<file path="src/rtl/seq_scan_ctrl.sv">
// Scan controller: takes a word over valid/ready, shifts it out MSB-first one bit per clock,
// and counts overlapping matches of a programmable pattern, reporting a count and a per-bit map.
module seq_scan_ctrl #(
  parameter int WORD_W = 16,
  parameter int PAT_W  = 4,
  parameter int CNT_W  = 5,
  parameter logic [PAT_W-1:0] PAT_RST = 4'b1011
) (
  input  logic              clk,
  input  logic              rst,
  input  logic              cfg_we,
  input  logic [PAT_W-1:0]  cfg_pat,
  input  logic              in_valid,
  input  logic [WORD_W-1:0] in_word,
  output logic              in_ready,
  output logic              ser_en,
  output logic              ser_bit,
  output logic              busy,
  output logic              done,
  output logic [CNT_W-1:0]  match_cnt,
  output logic [WORD_W-1:0] match_map
);
  localparam int IW = (WORD_W > 1) ? $clog2(WORD_W) : 1;
  localparam int SW = $clog2(PAT_W + 1);

  typedef enum logic [1:0] {S_IDLE, S_SHIFT, S_DONE} state_t;

  state_t            r_state;
  logic [WORD_W-1:0] r_word;
  logic [IW-1:0]     r_idx;
  logic [PAT_W-2:0]  r_hist;
  logic [SW-1:0]     r_seen;
  logic [PAT_W-1:0]  r_pat;
  logic              r_ser_en, r_ser_bit, r_busy, r_done;
  logic [CNT_W-1:0]  r_cnt;
  logic [WORD_W-1:0] r_map;

  logic              w_accept;
  logic [PAT_W-1:0]  w_win;
  logic              w_hit;

  assign w_accept = in_valid && (r_state == S_IDLE);
  // Window ends on the bit currently on ser_bit; no match until PAT_W bits have been seen.
  assign w_win    = {r_hist, r_ser_bit};
  assign w_hit    = (r_seen >= SW'(PAT_W - 1)) && (w_win == r_pat);

  always_ff @(posedge clk or posedge rst) begin
    if (rst) begin
      r_state   <= S_IDLE;
      r_word    <= '0;
      r_idx     <= '0;
      r_hist    <= '0;
      r_seen    <= '0;
      r_pat     <= PAT_RST;
      r_ser_en  <= 1'b0;
      r_ser_bit <= 1'b0;
      r_busy    <= 1'b0;
      r_done    <= 1'b0;
      r_cnt     <= '0;
      r_map     <= '0;
    end else begin
      case (r_state)
        S_IDLE: begin
          if (cfg_we) r_pat <= cfg_pat;
          if (w_accept) begin
            r_state   <= S_SHIFT;
            r_word    <= in_word;
            r_idx     <= IW'(WORD_W - 1);
            r_hist    <= '0;
            r_seen    <= '0;
            r_cnt     <= '0;
            r_map     <= '0;
            r_ser_en  <= 1'b1;
            r_busy    <= 1'b1;
            r_ser_bit <= in_word[WORD_W-1];
          end
        end
        S_SHIFT: begin
          if (w_hit) begin
            r_cnt        <= r_cnt + 1'b1;
            r_map[r_idx] <= 1'b1;
          end
          r_hist <= w_win[PAT_W-2:0];
          if (r_seen != SW'(PAT_W)) r_seen <= r_seen + 1'b1;
          if (r_idx == '0) begin
            r_state   <= S_DONE;
            r_ser_en  <= 1'b0;
            r_ser_bit <= 1'b0;
            r_busy    <= 1'b0;
            r_done    <= 1'b1;
          end else begin
            r_idx     <= r_idx - 1'b1;
            r_ser_bit <= r_word[r_idx - 1'b1];
          end
        end
        S_DONE: begin
          r_done  <= 1'b0;
          r_state <= S_IDLE;
        end
        default: r_state <= S_IDLE;
      endcase
    end
  end

  assign in_ready  = (r_state == S_IDLE);
  assign ser_en    = r_ser_en;
  assign ser_bit   = r_ser_bit;
  assign busy      = r_busy;
  assign done      = r_done;
  assign match_cnt = r_cnt;
  assign match_map = r_map;
endmodule
</file>
<file path="config.mk">
export PLATFORM = sky130hd
export DESIGN_NAME = seq_scan_ctrl
export DESIGN_NICKNAME = d
export VERILOG_FILES = /design/src/rtl/seq_scan_ctrl.sv
export SDC_FILE = /design/constraint.sdc
export NUM_CORES = 1
export LEC_CHECK = 0
export BUFFER_PORTS_ARGS = -buffer_cell sky130_fd_sc_hd__buf_4
export CORE_AREA = 4 4 79 81
export DETAILED_ROUTE_END_ITERATION = 6
export DIE_AREA = 0 0 83 85
export PLACE_DENSITY = 0.77
export RECOVER_POWER = 50
export SETUP_SLACK_MARGIN = 0.3
export SLEW_MARGIN = 20
export SYNTH_ARGS = -nofsm -noshare
export SYNTH_HDL_FRONTEND = slang
export SYNTH_SLANG_ARGS = --single-unit
</file>
<file path="constraint.sdc">
create_clock -name clk -period 2.1 [get_ports clk]
set_input_delay 0.21 -clock clk [delete_from_list [all_inputs] [get_ports clk]]
set_output_delay 0.21 -clock clk [all_outputs]
set_load 0.005 [all_outputs]
</file>
==> results.yml <==
critical_path:
  crit_path_frequent_cell: "mux4_2"
  critPathCaptureType: "register"
  cp_slowest_cell: "mux4_2"
  startpoint_type: "register"
  path_cells: "inv_4 > ha_4 > mux4_2 > mux4_2 > a221o_1"
  crit_type: "reg2reg"
  crit_arrival_ns: 2.26
  max_stage_delay_ns: 0.47
  startpoint: "r_idx[0]"
  timing.rr.start: "r_idx[0]"
  cp.required_ns: 2.30
  path_max_fanout: 2
routing:
  vias: 2113
  routed_wl_um: 6060
  drc: 0
  drtAntennaViolNets: 0
  dr.pass1.iters: 4
  initialDrtViolationCount: 66
  wl_per_cell_um: 15.6
  viasPerCell: 5.45
timing:
  maxSlewViolCount: 0
  relSlewSlack_pct: 34.1
  finalHoldViolations: 0
  setup_viol: 0
  fin_tns_setup_ns: 0
  worst_hold_slack_ns: 0.0869
  fin_crit_ns: 2.06
  fmaxAchievable_ghz: 0.485
  layout_setup_ws_ns: 0.0383
  rsz0062_at_grt: "yes"
  tightestPinTransition_ns: 0.987
  period_share_pct: 98.2
  skew_ns: 0.00733
yosys:
  syn_nets: 290
  synthDistinctLibCells: 35
  ys_top_cells_by_count: "nand2_1 (64), dfrtp_1 (53), nor2_1 (22), a41oi_1 (12), clkbuf_1 (11)"
  synth_area_per_cell_um2: 10.2
  synth_edf_count: 0
  ys_seq_area_share_pct: 53.5
  synth-seq-cells: 56
  yosysTopAreaCell: "dfrtp_1"
  post-synth-top-count-cell: "nand2_1"
  synth_flop_cell: "dfrtp_1"
  ys_async_sr_fraction_pct: 100
  yosys-top-cells-area: "dfrtp_1 (51%), nand2_1 (9.2%), ha_1 (4.3%), mux4_1 (4.0%), a41oi_1 (4.0%)"
  synth_warnings: 0
  synth_cells: 257
  synth.cell_area_um2: 2630
  yosys.area.top_type_share_pct: 50.5
final_layout:
  antenna_cells: 0
  design_area_um2: 3410
  instances_no_fill: 388
  fin_nets: 348
  area_growth_pct: 29.7
  layout-drive-gt1-share_pct: 34.5
clock_network:
  cts_tree: "yes"
  cts-root-buf: "clkbuf_8"
  max-clock-path-buffers: 2
  path_clk_slew_ns: 0.09
  h-tree-depth: 2
  clkLatencyLatePin_ns: 0.31
  cts_buffers: 5
  cts.sinks: 56
power:
  ir_drop_mv: 0.642
  p_leak_nw: 1.63
  powerDensity_nw_per_um2: 1480
global_route:
  grt.overflow.total: 0
  antenna_found_initial: 0
  grt_max_degree: 32
  grt_pass1_wl_um: 9940
  grt_usage_pct: 17.4
  grt_pass1_vias: 2137
floorplanning:
  rows: 27
  fp.coreArea_um2: 5470
  initial_core_util_pct: 48.0
  die_area_um2: 7060
  fp.dieW_um: 83
  io-pin-count: 50
  fp.dieH_um: 85
placement:
  io_buffers: 49
  placed_cell_area_um2: 3130
  pre_cts_slack_ns: 0.0175
  gp_congestion: 0.793
  dp.cells: 373
  hpwl_um: 4160
worst_hold_path:
  hp-start: "in_word[3]"
  worstHoldPathType: "in2reg"
outcome:
  status: "completed"
job:
  cap_violations: 0
==> repair_timing <==
| item | CTS | global route |
|---|---|---|
| pin swaps | 2 | 30 |
| setup endpoints to repair | 17 | 20 |
| gates resized for setup | 3 | 32 |
| cloned | 0 | 1 |
| hold buffers | 1 | 0 |
| hold endpoints to repair | 22 | 0 |
| setup buffers | 4 | 1 |
==> per-layer routing <==
| layer | routed length, um | global-route usage, % | vias up |
|---|---|---|---|
| met4 | 98 | 6.09 | 0 |
| met2 | 3050 | 29.8 | 61 |
| met3 | 297 | 4.27 | 10 |
| met5 | 0 | 0 | - |
| li1 | - | - | 1000 |
| met1 | 2610 | 21.7 | 1042 |
==> worst max-delay path: cells and delay by family, from the launching register on <==
family                   cells  cell delay [ns]
multiplexers                 2             0.92
flip-flops                   1             0.41
AO/OA/AOI/OAI                1             0.29
adder cells (fa/ha/maj)      1             0.27
buffers and inverters        1             0.05
==> final timing paths <==
check                               end  slack, ns  cells past startpoint
max                             ser_bit       0.04                      5
min                           r_word[3]       0.09                      3
max reg2reg                     ser_bit       0.04                      5
min reg2reg                   r_word[2]       0.48                      2
max in group asynchronous     r_word[6]       0.37                      4
min in group asynchronous  match_cnt[0]       0.68                      3
==> where the power goes <==
group	switching, mW	internal, mW
combinational	1.25	1.25
clock	0.343	0.264
sequential	0.392	1.56
total	1.99	3.07
==> cell usage in the layout (no fill, tap or decap), types with 5 or more instances in the layout <==
cell type  Yosys  final
nand2_1       64     63
dfrtp_1       53     53
buf_4          1     36
clkbuf_4       0     25
nor2_1        22     21
a41oi_2        0     12
nand3_1        8      8
inv_1         10      7
o21ai_0       10      6
ha_1           9      6
clkbuf_8       0      6
a21oi_1        7      5
==> registers in the layout, indices dropped and copies added, names as in the netlist <==
| name | flops |
|---|---|
| done | 1 |
| ser_bit | 1 |
| match_cnt | 5 |
| r_word | 16 |
| r_idx | 4 |
| match_map | 16 |
| r_state | 2 |
| busy | 1 |
| r_seen | 3 |
| r_hist | 3 |
| r_pat | 4 |
==> logic make-up after synthesis <==
group                    count (synthesis)  share of synthesized area (%)
AO/OA/AOI/OAI                           43                           11.8
AND/OR/NAND/NOR                        109                           17.4
adder cells (fa/ha/maj)                  9                           4.29
flip-flops                              56                           53.5
XOR/XNOR                                 6                           2.00
multiplexers                            10                           7.01
buffers and inverters                   24                           3.91
==> stage by stage <==
stage / util (%) / power, mW
CTS: 59.7 / 4.84
detailed placement: 57.1 / 4.11
global route: 62.2 / 5.46
finish: 62.2 / 5.05
floorplan: - / 3.37
global placement: 57.1 / 4.03
==> layout make-up <==
| class | instances | area, um^2 |
|---|---|---|
| inverter | 10 | 40.0 |
| clock buffer | 6 | 82.6 |
| fill | 454 | 2070 |
| multi-input combinational | 177 | 1280 |
| sequential | 56 | 1410 |
| tap | 72 | 90.1 |
| clock inverter | 2 | 10.0 |
| timing repair buffer | 65 | 494 |
No activity file was read; power rests on OpenSTA's default activity.
